<file path="src/rtl/datain_pkt_arb.sv">
// Packet-level round-robin arbiter: shares one registered router input byte stream
// between NUM_SRC packet sources, policing inter-packet gap, start timeout and length.
module datain_pkt_arb #(
    parameter int NUM_SRC   = 4,
    parameter int BW        = 8,
    parameter int GAP_CYC   = 1,
    parameter int MAX_LEN   = 64,
    parameter int START_TMO = 16
) (
    input  logic                  clk,
    input  logic                  rst_n,
    input  logic [NUM_SRC-1:0]    src_req,
    input  logic [NUM_SRC-1:0]    src_valid,
    input  logic [NUM_SRC*BW-1:0] src_data,
    output logic [NUM_SRC-1:0]    src_gnt,
    output logic                  packet_valid,
    output logic [BW-1:0]         data_in,
    output logic                  len_err,
    output logic                  tmo_err,
    output logic                  proto_err,
    output logic                  busy,
    output logic [15:0]           pkt_cnt
);
    localparam int IW = $clog2(NUM_SRC);
    localparam logic [7:0] LEN_MAX  = 8'(MAX_LEN);
    localparam logic [7:0] TMO_LAST = 8'(START_TMO - 1);
    localparam logic [7:0] GAP_LAST = (GAP_CYC > 0) ? 8'(GAP_CYC - 1) : 8'd0;

    typedef enum logic [2:0] {S_IDLE, S_GRANT, S_XFER, S_DRAIN, S_GAP} state_t;

    state_t             state_q, state_d;
    logic [NUM_SRC-1:0] gnt_q, gnt_d;
    logic [IW-1:0]      idx_q, idx_d;
    logic [IW-1:0]      rr_q, rr_d;
    logic               pv_q, pv_d;
    logic [BW-1:0]      data_q, data_d;
    logic               len_err_q, len_err_d;
    logic               tmo_err_q, tmo_err_d;
    logic               proto_err_q, proto_err_d;
    logic [7:0]         bcnt_q, bcnt_d;
    logic [7:0]         tmr_q, tmr_d;
    logic [15:0]        pkt_cnt_q, pkt_cnt_d;

    logic               pick_vld;
    logic [IW-1:0]      pick_idx;
    logic [IW-1:0]      cand;
    logic               sel_vld;
    logic [BW-1:0]      sel_data;
    logic [NUM_SRC-1:0] own;
    state_t             end_state;

    function automatic logic [IW-1:0] wrap_inc(input logic [IW-1:0] v);
        return (v == IW'(NUM_SRC - 1)) ? '0 : v + 1'b1;
    endfunction

    function automatic logic [NUM_SRC-1:0] onehot(input logic [IW-1:0] v);
        logic [NUM_SRC-1:0] m;
        m    = '0;
        m[v] = 1'b1;
        return m;
    endfunction

    // First requester at or after the round-robin pointer, cyclically.
    always_comb begin
        pick_vld = 1'b0;
        pick_idx = rr_q;
        cand     = rr_q;
        for (int i = 0; i < NUM_SRC; i++) begin
            if (!pick_vld && src_req[cand]) begin
                pick_vld = 1'b1;
                pick_idx = cand;
            end
            cand = wrap_inc(cand);
        end
    end

    always_comb begin
        sel_data = '0;
        for (int k = 0; k < NUM_SRC; k++) begin
            if (idx_q == IW'(k)) sel_data = src_data[k*BW +: BW];
        end
    end

    assign sel_vld   = src_valid[idx_q];
    // The owning source keeps its exemption while draining an over-long packet.
    assign own       = (state_q == S_GRANT || state_q == S_XFER || state_q == S_DRAIN)
                       ? onehot(idx_q) : '0;
    assign end_state = (GAP_CYC == 0) ? S_IDLE : S_GAP;

    always_comb begin
        state_d     = state_q;
        gnt_d       = gnt_q;
        idx_d       = idx_q;
        rr_d        = rr_q;
        pv_d        = 1'b0;
        data_d      = '0;
        len_err_d   = 1'b0;
        tmo_err_d   = 1'b0;
        proto_err_d = |(src_valid & ~own);
        bcnt_d      = bcnt_q;
        tmr_d       = tmr_q;
        pkt_cnt_d   = pkt_cnt_q;
        case (state_q)
            S_IDLE: begin
                if (pick_vld) begin
                    gnt_d   = onehot(pick_idx);
                    idx_d   = pick_idx;
                    tmr_d   = '0;
                    state_d = S_GRANT;
                end
            end
            S_GRANT: begin
                if (sel_vld) begin
                    pv_d    = 1'b1;
                    data_d  = sel_data;
                    bcnt_d  = 8'd1;
                    state_d = S_XFER;
                end else if (!src_req[idx_q]) begin
                    gnt_d   = '0;
                    state_d = S_IDLE;
                end else if (tmr_q >= TMO_LAST) begin
                    tmo_err_d = 1'b1;
                    gnt_d     = '0;
                    state_d   = S_IDLE;
                end else begin
                    tmr_d = tmr_q + 8'd1;
                end
            end
            S_XFER: begin
                if (sel_vld) begin
                    if (bcnt_q == LEN_MAX) begin
                        len_err_d = 1'b1;
                        gnt_d     = '0;
                        rr_d      = wrap_inc(idx_q);
                        state_d   = S_DRAIN;
                    end else begin
                        pv_d   = 1'b1;
                        data_d = sel_data;
                        bcnt_d = bcnt_q + 8'd1;
                    end
                end else begin
                    gnt_d     = '0;
                    pkt_cnt_d = pkt_cnt_q + 16'd1;
                    rr_d      = wrap_inc(idx_q);
                    tmr_d     = '0;
                    state_d   = end_state;
                end
            end
            S_DRAIN: begin
                if (!sel_vld) begin
                    tmr_d   = '0;
                    state_d = end_state;
                end
            end
            S_GAP: begin
                if (tmr_q >= GAP_LAST) state_d = S_IDLE;
                else                   tmr_d   = tmr_q + 8'd1;
            end
            default: state_d = S_IDLE;
        endcase
    end

    always_ff @(posedge clk or negedge rst_n) begin
        if (!rst_n) begin
            state_q     <= S_IDLE;
            gnt_q       <= '0;
            idx_q       <= '0;
            rr_q        <= '0;
            pv_q        <= 1'b0;
            data_q      <= '0;
            len_err_q   <= 1'b0;
            tmo_err_q   <= 1'b0;
            proto_err_q <= 1'b0;
            bcnt_q      <= '0;
            tmr_q       <= '0;
            pkt_cnt_q   <= '0;
        end else begin
            state_q     <= state_d;
            gnt_q       <= gnt_d;
            idx_q       <= idx_d;
            rr_q        <= rr_d;
            pv_q        <= pv_d;
            data_q      <= data_d;
            len_err_q   <= len_err_d;
            tmo_err_q   <= tmo_err_d;
            proto_err_q <= proto_err_d;
            bcnt_q      <= bcnt_d;
            tmr_q       <= tmr_d;
            pkt_cnt_q   <= pkt_cnt_d;
        end
    end

    assign src_gnt      = gnt_q;
    assign packet_valid = pv_q;
    assign data_in      = data_q;
    assign len_err      = len_err_q;
    assign tmo_err      = tmo_err_q;
    assign proto_err    = proto_err_q;
    assign busy         = (state_q != S_IDLE);
    assign pkt_cnt      = pkt_cnt_q;

endmodule

</file>
<file path="config.mk">
export PLATFORM = sky130hd
export DESIGN_NAME = datain_pkt_arb
export DESIGN_NICKNAME = d
export VERILOG_FILES = /design/src/rtl/datain_pkt_arb.sv
export SDC_FILE = /design/constraint.sdc
export NUM_CORES = 1
export LEC_CHECK = 0
export CORE_ASPECT_RATIO = 0.5
export CORE_UTILIZATION = 50
export CTS_BUF_LIST = sky130_fd_sc_hd__clkbuf_8
export DETAILED_ROUTE_END_ITERATION = 7
export DONT_BUFFER_PORTS = 1
export GPL_TIMING_DRIVEN = 0
export RECOVER_POWER = 50
export SETUP_SLACK_MARGIN = 0.3
export SYNTH_ARGS = -nofsm -noshare
export SYNTH_HDL_FRONTEND = slang
export SYNTH_SLANG_ARGS = --single-unit
</file>
<file path="constraint.sdc">
create_clock -name clk -period 2.65 [get_ports clk]
set_input_delay 0.53 -clock clk [delete_from_list [all_inputs] [get_ports clk]]
set_output_delay 0.53 -clock clk [all_outputs]
set_load 0.01 [all_outputs]
</file>
==> flow_metrics.env <==
export IMPL_r2r_cells=6
export IMPL_port_buffers=0
export IMPL_ios=75
export IMPL_fin_tns_setup_ns=0
export IMPL_yosys_register_bits=55
export IMPL_fp_row_count=20
export IMPL_r2r_end="src_gnt[3]$_DFFE_PN0P_"
export IMPL_yosys_area_top_type_share_pct=42.7
export IMPL_fillerInstances=520
export IMPL_outcome="finished clean"
export IMPL_crit_path_largest_cell_delay_ns=0.51
export IMPL_critPathSlowestCell="mux4_2"
export IMPL_worst_ep_required_time_ns=2.88
export IMPL_die_height_um=58.8
export IMPL_nets=390
export IMPL_critical_path_endpoint_type="flop"
export IMPL_min_delay_worst_endpoint="proto_err$_DFF_PN0_"
export IMPL_cell_types_with_the_largest_area_share_after_synthesis="dfrtp_1, ha_1, nand2_1"
export IMPL_place_detailed_instances=415
export IMPL_report_final_hold_viol_count=0
export IMPL_critical_path_reg2reg_startpoint="rr_q[1]$_DFFE_PN0P_"
export IMPL_critical_path_peak_fanout=10
export IMPL_share_of_synthesized_flip_flops_with_an_asynchronous_set_or_reset_pct=100
export IMPL_rrSetupSlack_ns=0.33
export IMPL_max_cap_viol_count=0
export IMPL_worstHoldPathCells=2
export IMPL_global_route_usage_total_pct=20.8
export IMPL_via_per_inst=5.74
export IMPL_peakVddDrop_mv=0.572
export IMPL_largest_net_degree_at_the_start_of_global_routing=56
export IMPL_min_path_type="in -> reg"
export IMPL_cts_inserted_buffers=5
export IMPL_power_density_nw_per_um2=1140
export IMPL_cts_root_to_sink_buffers=2
export IMPL_synth_nets=378
export IMPL_worstMarginPinSlew_ns=1.34
export IMPL_finalCritPeriodShare_pct=87.7
export IMPL_grt_overflow=0
export IMPL_timing_critical_path_buf_inv=1
export IMPL_finalClockSkew_ns=0.0153
export IMPL_cts_root_buf="clkbuf_8"
export IMPL_design_power_total_mw=4.03
export IMPL_final_max_slew_violation_count=0
export IMPL_wire_length_of_the_first_global_routing_pass_mm=11.0
export IMPL_die_w_um=116
export IMPL_syn_instance_count=327
export IMPL_first_global_vias=2310
export IMPL_synth_edff_count=0
export IMPL_instances_no_fill=428
export IMPL_number_of_distinct_library_cells_after_synthesis=62
export IMPL_htreeDepth=2
export IMPL_hold_path_startpoint="src_valid[2]"
export IMPL_hold_worst_slack_ns=0.354
export IMPL_criticalPathCategory="reg -> reg"
export IMPL_tritoncts="done"
export IMPL_maxSlewHeadroom_pct=10.7
export IMPL_gpl_final_weighted_congestion=0.855
export IMPL_clock_slew_at_the_register_clock_pins_of_the_worst_setup_and_hold_paths_ns=0.11
export IMPL_rsz0062_at_grt="true"
export IMPL_synth_main_ff_cell="dfrtp_1"
export IMPL_critical_path_s_top_delay_family="multiplexers"
export IMPL_setup_worst_path_start_class="flop"
export IMPL_syn_avg_cell_area_um2=9.85
export IMPL_dp_hpwl_mm=4.91
export IMPL_layout_area_growth_over_synthesis_pct=9.67
export IMPL_period_minus_ws_final_ns=2.32
export IMPL_start_util_pct=52.5
export IMPL_synth_yosys_seq_area_share_pct=42.7
export IMPL_residual_drc=0
export IMPL_via_count=2455
export IMPL_synthesis_area_um2=3220
export IMPL_clock_fmax_mhz=430
export IMPL_drive_above_1_share_pct=15.0
export IMPL_path_cells="ha_4 > mux4_2 > buf_4 > or2_4 > mux2_4 > o32ai_2"
export IMPL_antenna_diode_count=0
export IMPL_initialDrtViolationCount=141
export IMPL_ant_nets=0
export IMPL_die_area_um2=6790
export IMPL_mostFrequentLayoutCells="dfrtp_1, nand2_1, nor2_1"
export IMPL_synthDominantAreaCellType="dfrtp_1"
export IMPL_setup_viol=0
export IMPL_worst_endpoint_arrival_ns=2.56
export IMPL_drt_first_pass_iters=4
export IMPL_initial_antenna_violation_count=0
export IMPL_std_cell_core_area_um2=6130
export IMPL_dr_wl_cell_um=15.9
export IMPL_final_common_cell="dfrtp_1"
export IMPL_total_leakage_power_nw=1.53
export IMPL_clkLatencyLatePin_ns=0.32
export IMPL_drt_total_wl_mm=6.82
export IMPL_yosys_warnings=0
export IMPL_cts_num_sinks=55
==> where the power goes <==
group | total, mW | internal, mW | leakage, nW | switching (mW)
logic | 2.28 | 0.987 | 0.751 | 1.30
registers | 1.27 | 1.03 | 0.734 | 0.234
clock network | 0.485 | 0.192 | 0.0461 | 0.293
==> worst reg2reg max path, cell delays in order, from the launching register on <==
cell and delay (ns):
dfrtp_1 0.42, ha_4 0.30, mux4_2 0.51, buf_4 0.20, or2_4 0.28, mux2_4 0.32
o32ai_2 0.21
==> metrics by stage <==
step / setup slack, ns / area (um2) / util (%)
5_1_grt: 0.246 / 3530 / 57.6
6_report: 0.325 / 3530 / 57.6
4_1_cts: 0.290 / 3490 / 56.9
3_5_place_dp: 0.158 / 3330 / 54.3
3_3_place_gp: 0.159 / 3330 / 54.3
2_1_floorplan: 0.315 / 3220 / -
==> repair_timing <==
item / CTS / global route
hold buffers: 1 / 0
pin swaps: 1 / 4
buffers inserted: 1 / 3
setup endpoints to repair: 11 / 18
cloned: 0 / 0
resized for setup: 4 / 12
hold endpoints to repair: 55 / 0
==> flip-flops by register name, indices dropped and copies added, names as in the netlist, 2 cells and up <==
name and count:
pkt_cnt 16, state_q 3, data_in 8, src_gnt 4, rr_q 2, bcnt_q 8
tmr_q 8, idx_q 2
==> kinds of logic (layout without fill, tap and decap cells) <==
kind of cell | after synthesis | in the layout | synth area share (%)
AOI/OAI and AO/OA | 68 | 68 | 16.4
xor gates and xnor gates | 22 | 22 | 5.98
adders and majority gates | 9 | 9 | 3.50
buffers and inverters | 28 | 41 | 3.46
DFF | 55 | 55 | 42.7
muxes | 15 | 15 | 6.72
and+or+nand+nor | 130 | 130 | 21.3
==> how the worst max path moves through the flow <==
stage	startpoint	to	slack, ns	cells after the start
after CTS	rr_q[0]$_DFFE_PN0P_	src_gnt[3]$_DFFE_PN0P_	0.29	8
after floorplan	rr_q[0]$_DFFE_PN0P_	src_gnt[3]$_DFFE_PN0P_	0.31	7
final	rr_q[1]$_DFFE_PN0P_	src_gnt[3]$_DFFE_PN0P_	0.33	6
after detailed placement	rr_q[0]$_DFFE_PN0P_	tmr_q[0]$_DFFE_PN0P_	0.16	7
after global placement	rr_q[0]$_DFFE_PN0P_	src_gnt[3]$_DFFE_PN0P_	0.16	7
after global routing	rr_q[0]$_DFFE_PN0P_	src_gnt[3]$_DFFE_PN0P_	0.25	6
==> synthesized netlist by cell type, types with 2 or more instances <==
library cell and count:
o22ai_1 3, o21ai_0 5, xnor2_1 11, mux2_1 2
inv_1 15, a221oi_1 7, nand2_1 30, nand4_1 9
a31oi_1 2, a211oi_1 2, a22oi_1 3, o31ai_1 2
mux2_2 3, or2_2 2, and3_1 6, ha_1 9
o21ai_1 2, a21boi_0 2, nor2_1 30, a21boi_1 2
nor3b_1 5, nor2b_1 10, nor4_1 2, mux4_2 4
mux2_4 2, o32ai_1 2, nand3_1 5, mux2i_1 4
o22a_1 3, dfrtp_1 55, xor2_1 11, or2_1 2
a21oi_1 17, and3b_1 4, nor3_1 13, o21a_1 3
buf_2 4, a22o_1 3, clkbuf_1 7, and2_1 2
==> final cells by class <==
type | instances | area (um2) | area share [%]
Multi-Input combinational cell | 244 | 1790 | 50.8
Sequential cell | 55 | 1380 | 39.0
Tap cell | 88 | 110 | 3.12
Clock buffer | 5 | 68.8 | 1.95
Buffer | 12 | 60.1 | 1.70
Inverter | 16 | 60.1 | 1.70
Timing Repair Buffer | 5 | 38.8 | 1.10
Clock inverter | 3 | 23.8 | 0.673
==> per-layer routing <==
layer  track usage [%]  routed length [um]  share of wire, %
met1              28.4                3320                49
met2              32.8                2950                43
met3              6.59                 507               7.4
met4              4.08                  42              0.62
met5                 0                   0                 0
(Power assumes the default switching activity.)
